## config.mk

```make
export PLATFORM = sky130hd
export DESIGN_NAME = instr_fetch_queue
export DESIGN_NICKNAME = d
export VERILOG_FILES = /design/src/rtl/instr_fetch_queue.sv
export SDC_FILE = /design/constraint.sdc
export NUM_CORES = 1
export LEC_CHECK = 0
export CAP_MARGIN = 10
export CORE_ASPECT_RATIO = 0.9
export CORE_MARGIN = 2
export CORE_UTILIZATION = 56
export CTS_CLUSTER_DIAMETER = 200
export CTS_CLUSTER_SIZE = 28
export DETAILED_ROUTE_END_ITERATION = 16
export PLACE_DENSITY_LB_ADDON = 0.05
export SYNTH_ARGS = -nofsm -noshare
export SYNTH_HDL_FRONTEND = slang
export SYNTH_SLANG_ARGS = --single-unit
```

## constraint.sdc

```tcl
create_clock -name clk -period 5.03 [get_ports clk]
set_clock_uncertainty 0.1 [all_clocks]
set_input_delay 0.7545 -clock clk [delete_from_list [all_inputs] [get_ports clk]]
set_output_delay 0.7545 -clock clk [all_outputs]
set_load 0.1 [all_outputs]
```

## src/rtl/instr_fetch_queue.sv

```systemverilog
// Instruction prefetch queue.
// Streams instruction words from a synchronous program ROM into a small
// FIFO and offers the head word to the decode/execute controller over a
// valid/ready handshake. A redirect flushes queued and in-flight words and
// restarts fetching at a new address.
module instr_fetch_queue #(
  parameter int ADDR_W = 11,
  parameter int DATA_W = 14,
  parameter int DEPTH  = 4
) (
  input  logic              clk,
  input  logic              reset,
  input  logic              enable,
  output logic              mem_req,
  output logic [ADDR_W-1:0] mem_addr,
  input  logic [DATA_W-1:0] mem_rdata,
  output logic              instr_valid,
  output logic [DATA_W-1:0] instr_data,
  output logic [ADDR_W-1:0] instr_pc,
  input  logic              instr_ready,
  input  logic              redirect,
  input  logic [ADDR_W-1:0] redirect_pc
);

  localparam int PTR_W = (DEPTH > 1) ? $clog2(DEPTH) : 1;
  localparam int CNT_W = $clog2(DEPTH + 1);
  localparam logic [CNT_W:0] DEPTH_OCC = (CNT_W + 1)'(DEPTH);

  typedef enum logic {
    IDLE = 1'b0,
    RUN  = 1'b1
  } state_t;

  state_t state;
  state_t state_nxt;

  // Request stage: next address to fetch.
  logic [ADDR_W-1:0] fetch_pc;

  // Response stage: a word is arriving from the ROM this cycle.
  logic              inflight;
  logic [ADDR_W-1:0] inflight_pc;

  // Queue storage and bookkeeping.
  logic [DATA_W-1:0] q_data [DEPTH];
  logic [ADDR_W-1:0] q_pc   [DEPTH];
  logic [PTR_W-1:0]  wr_ptr;
  logic [PTR_W-1:0]  rd_ptr;
  logic [CNT_W-1:0]  count;

  logic [CNT_W:0]    occupancy;
  logic              issue;
  logic              push;
  logic              pop;

  // Words already queued plus the one still in flight; a new request is
  // only issued if its response is guaranteed a free slot. A pop in the
  // same cycle is deliberately not counted as freeing space.
  assign occupancy = {1'b0, count} + {{CNT_W{1'b0}}, inflight};

  assign issue = (state == RUN) && !redirect && (occupancy < DEPTH_OCC);
  assign push  = inflight && !redirect;
  assign pop   = instr_valid && instr_ready && !redirect;

  assign mem_req     = issue;
  assign mem_addr    = fetch_pc;
  assign instr_valid = (count != '0);
  assign instr_data  = q_data[rd_ptr];
  assign instr_pc    = q_pc[rd_ptr];

  // Fetch state register.
  always_ff @(posedge clk or posedge reset) begin
    if (reset) begin
      state <= IDLE;
    end else begin
      state <= state_nxt;
    end
  end

  // Fetch enable tracking: requests are only issued while running.
  always_comb begin
    state_nxt = state;
    case (state)
      IDLE:    if (enable)  state_nxt = RUN;
      RUN:     if (!enable) state_nxt = IDLE;
      default: state_nxt = IDLE;
    endcase
  end

  // Request stage -> response stage: advance the fetch address and remember
  // which address the returning word belongs to.
  always_ff @(posedge clk or posedge reset) begin
    if (reset) begin
      fetch_pc    <= '0;
      inflight    <= 1'b0;
      inflight_pc <= '0;
    end else if (redirect) begin
      fetch_pc <= redirect_pc;
      inflight <= 1'b0;
    end else begin
      inflight <= issue;
      if (issue) begin
        fetch_pc    <= fetch_pc + ADDR_W'(1);
        inflight_pc <= fetch_pc;
      end
    end
  end

  // Queue pointers and occupancy; a redirect empties the queue and wins
  // over any push or pop in the same cycle.
  always_ff @(posedge clk or posedge reset) begin
    if (reset) begin
      wr_ptr <= '0;
      rd_ptr <= '0;
      count  <= '0;
    end else if (redirect) begin
      wr_ptr <= '0;
      rd_ptr <= '0;
      count  <= '0;
    end else begin
      if (push) wr_ptr <= wr_ptr + PTR_W'(1);
      if (pop)  rd_ptr <= rd_ptr + PTR_W'(1);
      case ({push, pop})
        2'b10:   count <= count + CNT_W'(1);
        2'b01:   count <= count - CNT_W'(1);
        default: count <= count;
      endcase
    end
  end

  // Response stage -> queue: capture the returning word with its address.
  // Storage is cleared on reset so the head outputs read zero afterwards.
  always_ff @(posedge clk or posedge reset) begin
    if (reset) begin
      for (int i = 0; i < DEPTH; i++) begin
        q_data[i] <= '0;
        q_pc[i]   <= '0;
      end
    end else if (push) begin
      q_data[wr_ptr] <= mem_rdata;
      q_pc[wr_ptr]   <= inflight_pc;
    end
  end

  // The issue rule must never let a response arrive at a full queue.
  a_no_overflow: assert property (@(posedge clk) disable iff (reset)
    !(push && !pop && (count == CNT_W'(DEPTH))));

  // Occupancy can never exceed the queue depth.
  a_count_range: assert property (@(posedge clk) disable iff (reset)
    (count <= CNT_W'(DEPTH)));

endmodule
```

==> flow_summary_export.csv <==
group,metric,value,unit
outcome,status,"complete, no violations",
timing,hold_violations,0,
detailed_routing,ant_nets,0,
global_routing,grt_max_degree,67,
timing,period_minus_slack,3864,ps
layout,syn2layout_area_growth,23.01,%
timing,rsz0062_at_grt,"no",
critical_path,reg2regPathDepth,5,
floorplanning,die_area,11220,um^2
clocking,clockBufferDepth,2,
clocking,post_cts_resize_count,0,
synthesis,syn_nets,421,
clocking,cts.sinks,131,
synthesis,async_reset_ff_frac,1.000,
clocking,post-cts-setup-buffers,0,
synthesis,synthSimpleGateAreaFrac,0.04171,
timing,period_share,0.7682,
timing,slew_headroom,0.3430,
place,dp_hpwl,7241,um
clocking,root_buffer,"clkbuf_16",
synthesis,syn_inst,385,
synthesis,ys.flop_type,"dfrtp_1",
critical_path,cp.arrival,3010,ps
detailed_routing,drtIter0Drc,240,
detailed_routing,top_layer_used,"met4",
run,drv_cap,0,
synthesis,synth.area.mux_share,0.3128,
synthesis,synth_xor_area_frac,0.009030,
synthesis,synth_edf_count,0,
synthesis,synth.avg_cell_area,15.12,um^2
floorplanning,die_h,100.7,um
global_routing,grt_pass1_wl,19710,um
synthesis,synth-compound-area-share,0.03376,
critical_path,worst_setup_path_end_kind,"output port",
synthesis,synth_area_leaders,"dfrtp_1, mux2_2, mux4_2, nand2_1, ha_1",
clocking,cts_tree,"built",
floorplanning,die_w,111.5,um
timing,tightest_slew,982.4,ps
synthesis,yosysMostFrequentCell,"dfrtp_1",
clocking,clk_pin_slew,50,ps
clocking,h-tree-depth,4,
synthesis,syn_area,5819,um^2
global_routing,first_global_vias,3724,
hold_path,hold_class,"flop to flop",
critical_path,cp_data_required_time,4180,ps
place,port_buffers,67,
synthesis,yosys.area.top_type,"dfrtp_1",
floorplanning,rows,35,
critical_path,worstSetupStartpoint,"rd_ptr[0]",
synthesis,yosys_register_bits,131,
timing,fin_setup_tns,0,ps
detailed_routing,viasPerCell,5.928,
global_routing,grt_usage,0.2296,
critical_path,worstPathMaxFanout,27,
critical_path,crit_type,"flop to output port",
detailed_routing,met2_length,5876,um
synthesis,synth_common_cells,"dfrtp_1, mux2_2, mux4_2",
detailed_routing,drt_first_pass_iters,4,
detailed_routing,wire_per_inst,19.19,um
critical_path,r2r_setup_slack,2680,ps
clocking,cts_buffers,17,
floorplanning,initial_core_util,0.5728,
critical_path,r2r_start,"inflight",
place,routabilityCongestion,0.8342,
critical_path,crit_path_end,"instr_data[3]",
floorplanning,ios,68,
clocking,clk_latency,400,ps
synthesis,synth_top_family_by_area,"multiplexers",
synthesis,synth-seq-area-share,0.5633,
detailed_routing,drcViolationCount,0,
floorplanning,coreArea,10160,um^2
synthesis,ys_types,34,
detailed_routing,wirelength,11500,um
synthesis,synth_adder_area_share,0.01419,
critical_path,cp-start-kind,"flop",
layout,drive_gt1_frac,0.3702,
clocking,cts_hold_buf,0,
timing,finalSetupViolations,0,
synthesis,yosysWarnings,0,
global_routing,antenna_found_initial,0,
critical_path,worstReg2RegEnd,"inflight_pc[9]",
synthesis,synth_top_area_frac,0.5633,
layout,antenna_cells,0,
layout,layout.nets,494,
timing,drv_slew,0,
timing,max_freq,258.8,MHz
detailed_routing,wl_met3,452,um
layout,fillers,704,
global_routing,grt_overflow,0,
hold_path,worstHoldStart,"q_pc[19]",
detailed_routing,wl_met1,5094,um
detailed_routing,vias,3551,
-- logic make-up (layout without fill, tap and decap cells) --
| logic type | after synthesis | in the layout |
|---|---|---|
| buf+inv | 29 | 114 |
| simple gates | 51 | 51 |
| fa+ha+maj | 6 | 6 |
| xor+xnor | 6 | 6 |
| mux | 137 | 137 |
| flops | 131 | 131 |
| compound gates | 25 | 25 |
-- worst min-delay path by stage --
stage | slack, ps | cells past startpoint | end
after floorplan | 370 | 1 | q_data[14]
after global placement | 380 | 1 | q_data[24]
after detailed placement | 390 | 1 | q_data[14]
after CTS | 400 | 1 | q_data[26]
after global routing | 410 | 1 | q_data[8]
final | 400 | 1 | q_pc[19]
-- worst max-delay path: stages (launching register included) --
cell and delay [ps]:
dfrtp_2 990, mux4_2 610, clkdlybuf4s50_1 990
-- routing by layer --
layer	GRT usage	vias to the layer above
met5	0	-
li1	-	1579
met1	0.3128	1883
met3	0.05833	6
met4	0.06268	0
met2	0.3757	83
-- cell usage in the layout, fill, tap and decap left out, types with 5 or more instances in the layout --
cell type	Yosys	final
dfrtp_1	131	130
mux2_2	109	109
clkdlybuf4s50_1	0	66
mux4_2	25	25
nand2_1	19	19
clkbuf_16	0	17
nor2_1	11	11
o21ai_0	9	9
buf_4	0	8
inv_1	7	6
a221o_1	5	5
ha_1	5	5
clkbuf_1	6	5
-- registers in the layout (all words and copies together) (netlist names) --
| register | flops |
|---|---|
| inflight_pc | 11 |
| q_pc | 44 |
| wr_ptr | 2 |
| count | 3 |
| mem_addr | 11 |
| rd_ptr | 2 |
| state | 1 |
| q_data | 56 |
| inflight | 1 |
-- metrics by stage --
step / instances / setup slack (ps) / area, um^2 / util / hold WS, ps
6_report: 599 / 1166 / 7158 / 0.7046 / 398.5
5_1_grt: 599 / 986.5 / 7158 / 0.7046 / 414.8
4_1_cts: 599 / 1094 / 7158 / 0.7046 / 400.1
3_5_place_dp: 568 / 1530 / 6609 / 0.6505 / 387.7
3_3_place_gp: 568 / 1531 / 6609 / 0.6505 / 380.9
2_1_floorplan: 385 / 677.8 / 5819 / - / 373.9
-- area by class of cell --
cell class	count	area, um^2	share of cell area
multi-input cells	225	2395	0.3346
repair buffers	75	740.7	0.1035
clock inverters	5	50.05	0.006992
flip-flops and latches	131	3279	0.4581
inverters	8	32.53	0.004545
well taps	129	161.4	0.02255
clock buffers	26	499.2	0.06974
Power is left out: the tool's default activity adds up to more than one toggle a clock period on the data nets, which glitch-free logic cannot reach.
